`config.mk`:
```
export PLATFORM = sky130hd
export DESIGN_NAME = key_sched_ctrl
export DESIGN_NICKNAME = d
export VERILOG_FILES = /design/src/rtl/key_sched_ctrl.sv
export SDC_FILE = /design/constraint.sdc
export NUM_CORES = 2
export LEC_CHECK = 0
export CORE_AREA = 2 2 470 472
export CTS_CLUSTER_SIZE = 14
export DETAILED_ROUTE_END_ITERATION = 10
export DIE_AREA = 0 0 472 474
export PLACE_DENSITY = 0.73
export SYNTH_ARGS = -nofsm -noshare
export SYNTH_HDL_FRONTEND = slang
export SYNTH_SLANG_ARGS = --single-unit
```
`constraint.sdc`:
```
create_clock -name clk -period 21.5 [get_ports clk]
set_clock_uncertainty 0.1 [all_clocks]
set_input_delay 4.3 -clock clk [delete_from_list [all_inputs] [get_ports clk]]
set_output_delay 4.3 -clock clk [all_outputs]
set_load 0.01 [all_outputs]
```
`src/rtl/key_sched_ctrl.sv`:
```
// AES-128 round-key controller: expands one round key per cycle into an 11-entry store with a registered read port.
// Build option KEYSCHED_REVERSE_EN mirrors the read index (addr n -> slot 10-n) for decryption order.
module key_sched_ctrl (
  input  logic         clk,
  input  logic         rst,
  input  logic         key_valid,
  input  logic [127:0] key_in,
  output logic         key_ready,
  output logic         rk_ready,
  input  logic [3:0]   rk_addr,
  input  logic         rk_rd,
  output logic [127:0] rk_data,
  output logic         rk_valid
);

  typedef enum logic [1:0] {IDLE, EXPAND, READY} state_t;

  state_t       r_state;
  state_t       w_state_nxt;
  logic [3:0]   r_cnt;
  logic [7:0]   r_rcon;
  logic [127:0] r_prev;
  logic [127:0] r_store [0:10];

  logic         w_accept;
  logic         w_last;
  logic         w_rd_ok;
  logic [3:0]   w_rd_idx;
  logic [127:0] w_step;

  function automatic logic [7:0] xtime(input logic [7:0] a);
    return {a[6:0], 1'b0} ^ (a[7] ? 8'h1B : 8'h00);
  endfunction

  function automatic logic [7:0] gf_mul(input logic [7:0] a, input logic [7:0] b);
    logic [7:0] p;
    logic [7:0] x;
    p = '0;
    x = a;
    for (int unsigned i = 0; i < 8; i++) begin
      if (b[i]) p = p ^ x;
      x = xtime(x);
    end
    return p;
  endfunction

  // S-box computed as GF(2^8) inverse (a^254) followed by the AES affine map.
  function automatic logic [7:0] sbox(input logic [7:0] a);
    logic [7:0] p;
    logic [7:0] inv;
    p   = a;
    inv = 8'h01;
    for (int unsigned k = 1; k < 8; k++) begin
      p   = gf_mul(p, p);
      inv = gf_mul(inv, p);
    end
    return inv ^ {inv[6:0], inv[7]} ^ {inv[5:0], inv[7:6]} ^
           {inv[4:0], inv[7:5]} ^ {inv[3:0], inv[7:4]} ^ 8'h63;
  endfunction

  function automatic logic [31:0] sub_word(input logic [31:0] w);
    return {sbox(w[31:24]), sbox(w[23:16]), sbox(w[15:8]), sbox(w[7:0])};
  endfunction

  function automatic logic [127:0] key_step(input logic [127:0] k, input logic [7:0] rcon);
    logic [31:0] t;
    logic [31:0] w4;
    logic [31:0] w5;
    logic [31:0] w6;
    logic [31:0] w7;
    t  = sub_word({k[23:0], k[31:24]}) ^ {rcon, 24'h0};
    w4 = k[127:96] ^ t;
    w5 = w4 ^ k[95:64];
    w6 = w5 ^ k[63:32];
    w7 = w6 ^ k[31:0];
    return {w4, w5, w6, w7};
  endfunction

  assign key_ready = (r_state != EXPAND);
  assign rk_ready  = (r_state == READY);
  assign w_accept  = key_valid & key_ready;
  assign w_last    = (r_cnt == 4'd10);
  assign w_step    = key_step(r_prev, r_rcon);
  assign w_rd_ok   = (r_state == READY) && (rk_addr <= 4'd10);

`ifdef KEYSCHED_REVERSE_EN
  assign w_rd_idx = 4'd10 - rk_addr;
`else
  assign w_rd_idx = rk_addr;
`endif

  always_comb begin
    w_state_nxt = r_state;
    case (r_state)
      IDLE:    if (key_valid) w_state_nxt = EXPAND;
      EXPAND:  if (w_last)    w_state_nxt = READY;
      READY:   if (key_valid) w_state_nxt = EXPAND;
      default: w_state_nxt = IDLE;
    endcase
  end

  always_ff @(posedge clk) begin
    if (!rst) begin
      r_state <= IDLE;
      r_cnt   <= '0;
      r_rcon  <= 8'h01;
    end else begin
      r_state <= w_state_nxt;
      if (w_accept) begin
        r_cnt  <= 4'd1;
        r_rcon <= 8'h01;
      end else if (r_state == EXPAND) begin
        r_cnt  <= r_cnt + 4'd1;
        r_rcon <= xtime(r_rcon);
      end
    end
  end

  // r_prev mirrors slot[cnt-1] so the shared step never needs a second store read port.
  always_ff @(posedge clk) begin
    if (rst) begin
      if (w_accept) begin
        r_store[0] <= key_in;
        r_prev     <= key_in;
      end else if (r_state == EXPAND) begin
        r_store[r_cnt] <= w_step;
        r_prev         <= w_step;
      end
    end
  end

  always_ff @(posedge clk) begin
    if (!rst) begin
      rk_valid <= 1'b0;
      rk_data  <= '0;
    end else if (rk_rd) begin
      rk_valid <= w_rd_ok;
      rk_data  <= w_rd_ok ? r_store[w_rd_idx] : '0;
    end else begin
      rk_valid <= 1'b0;
    end
  end

endmodule

```
==> results by group <==
Synth
  • Post-synthesis sequential area ratio: around two fifths
  • Synth warn: 0
  • Post-synth top area cell: edfxtp_1
  • Post-Syn Area: approximately 0.12 mm^2
  • Post-synth EDFFs: 1536
  • Synth top area cells: edfxtp_1, xnor2_1, mux4_2, nor2_1, xor2_1
  • Cells after Synth: about 12k
  • Async set-or-reset flop fraction in the synthesized netlist: 0%
  • Synthesis-stage register bit count: 1679
  • Net Count, Synth: between 10k and 15k
  • Cell with the most instances after synthesis: xnor2_1
  • Synth cell count leaders: xnor2_1, edfxtp_1, nor2_1, nand2_1, a21oi_1
  • Avg Cell Area, Syn: about 10 um^2
  • Top-area cell type share of the netlist area: 37.9%
  • Post-synth top flop: edfxtp_1
  • Cell variety after synth: 117

Outcome
  • Status: finished, final reports clean

Critical path
  • Endpoint class of the critical path: register
  • Worst path slowest cell: edfxtp_1
  • CP max FO: 24
  • Crit path DAT: around 20 ns
  • CP most frequent cell: xnor2_1
  • Worst EP required: about 22 ns
  • Number of buffers and inverters on the critical path: 4
  • CP peak stage delay: roughly 0.83 ns
  • CP top delay family: XOR/XNOR gates
  • Path type of the worst setup path: register to register
  • Critical Path Start Type: register

Floorplan
  • Rows: 172
  • Die area: 0.224 mm^2
  • Count of boundary I/O pins: around 270
  • Die Y: ~470 um
  • Die width: around 470 um
  • Core Box Area: roughly 0.22 mm^2
  • Initial core utilization: a little under three fifths

Timing
  • Final Hold Fails: 0
  • Final hold slack: 0.388 ns
  • Fmax achieved: ~0.050 GHz
  • Final setup fails: 0
  • Tightest Pin Transition: approximately 1.4 ns
  • Final Max Slew Viols: 0
  • Final Critical Period: roughly 20 ns
  • Setup TNS: 0 ns
  • RSZ-0062 raised after global routing: false
  • Final Cycle Share: roughly 94%
  • Max-Slew Margin vs Limit: ~10%
  • PnR worst setup slack: between 1 and 1.5 ns

Placed design
  • Dpl hpwl: approximately 240000 um
  • RePlAce Congestion: 0.974
  • Pre-CTS setup slack: 0.762 ns
  • Port Buf Inserts: approximately 270

Layout
  • Area occupied by multi-input gates: between 0.06 and 0.07 mm^2
  • Final-stage net count: 12.3k
  • Layout cells sized above 1: just under 10%
  • Storage cell area: 0.0490 mm^2
  • # fillers: around 17k
  • Layout area overhead: 9.44%

Job
  • MaxCap Viol Count: 0

Routing
  • Initial drt markers: approximately 11k
  • Routed len/inst: 23.8 um
  • Via/cell ratio: just over 6
  • DRT Pass-1 Iters: 9
  • Final Routed Wirelength: 361000 um
  • Final ANT Viol Nets: 0
  • Drt drc: 0
  • Vias: 94.4k

Global route
  • First-pass GRT wire length: 548000 um
  • Pin count of the biggest net entering global routing: about 130
  • Overall routing resource usage: a little under a third
  • Number of global-route vias before repair: approximately 90k
  • Total grt overflow: 0
  • Initial antenna violation count: 47

Clock tree
  • Clock transition at path regs: 0.06 ns
  • CTS max path bufs: 3
  • Htree depth: 4
  • CTS buffer count: 144
  • Root Buffer: clkbuf_16
  • Clk_lat worst skew: around 0.8 ns
  • CTS sink cnt: between 1.5k and 2k
  • Post-CTS Hold Buffers: 0
  • TritonCTS clock tree: yes

Worst hold path
  • Worst hold path type: register to register
## cell families after synthesis
group	Yosys count	share of synthesized area [%]
buf+inv	929	3.01
fa+ha+maj	24	0.241
simple gates	3600	12.7
compound gates	2405	12.3
mux	606	7.69
flops	1679	40.3
xor+xnor	2876	23.8
## metal layers
| metal | global-route usage, % | routed length, um | part of all wire [%] | vias up |
|---|---|---|---|---|
| met5 | 0 | 41 | 0.011 | - |
| met4 | 15.5 | 18700 | 5.2 | 6 |
| met3 | 3.58 | 27800 | 7.7 | 723 |
| met2 | 51.6 | 171000 | 47 | 4414 |
| met1 | 41.4 | 143000 | 40 | 46110 |
| li1 | - | - | - | 43127 |
## flip-flops by register name, indices dropped and copies added (netlist names)
register  cells
r_cnt         4
r_prev      128
r_rcon        8
r_state       2
r_store    1408
rk_data     128
rk_valid      1
## final cells by class
class / instances / area share, %
sequential: 1679 / 36.8
tap: 2871 / 2.70
antenna: 34 / 0.0639
clock inverter: 28 / 0.193
clock buffer: 232 / 3.08
timing repair buffer: 715 / 4.61
inverter: 107 / 0.307
multi-input combinational: 9511 / 52.3
## worst reg2reg max path, delay by kind of cell (launching register included)
kind / cells / cell delay, ns
compound gates: 11 / 3.25
xor+xnor: 29 / 9.82
fa+ha+maj: 2 / 1.03
buf+inv: 4 / 0.80
flops: 1 / 0.83
mux: 2 / 0.85
simple gates: 10 / 3.03
## timing repair
item                       CTS  global route
buffers inserted             0             0
setup endpoints to repair    0           140
gates resized for setup      0            16
## through the flow
stage / utilization (%) / std cells / cell area, um^2
floorplan: - / 12119 / 122000
global placement: 58.9 / 14882 / 129000
detailed placement: 58.9 / 14882 / 129000
CTS: 60.9 / 15142 / 133000
global route: 60.9 / 15173 / 133000
finish: 60.9 / 15177 / 133000
## cell usage in the layout (no fill, tap or decap), types with 57 or more instances in the layout
master,count
xor2_1,582
xnor2_2,112
clkbuf_1,75
nand2_1,1156
o211ai_1,73
nor2b_1,202
inv_1,86
a211oi_1,329
edfxtp_1,1536
xnor3_1,163
nor3_1,214
mux2i_1,309
a21oi_1,785
a22oi_1,57
dfxtp_1,143
nand2b_1,67
nand3_1,161
buf_4,441
o21ai_0,492
clkdlybuf4s50_1,262
nor2_1,1514
mux4_2,259
clkbuf_16,148
xnor2_1,1937
a31oi_1,70
o22ai_1,121
## worst paths after layout
kind | startpoint | to | slack, ns | depth (start not counted)
min reg2reg | rk_data[17] | rk_data[17] | 0.39 | 2
min | rk_data[17] | rk_data[17] | 0.39 | 2
max | r_prev[15] | r_store[9][17] | 1.40 | 58
max reg2reg | r_prev[15] | r_store[9][17] | 1.40 | 58
Power is left out: the tool's default activity adds up to more than one toggle a clock period on the data nets, which glitch-free logic cannot reach.
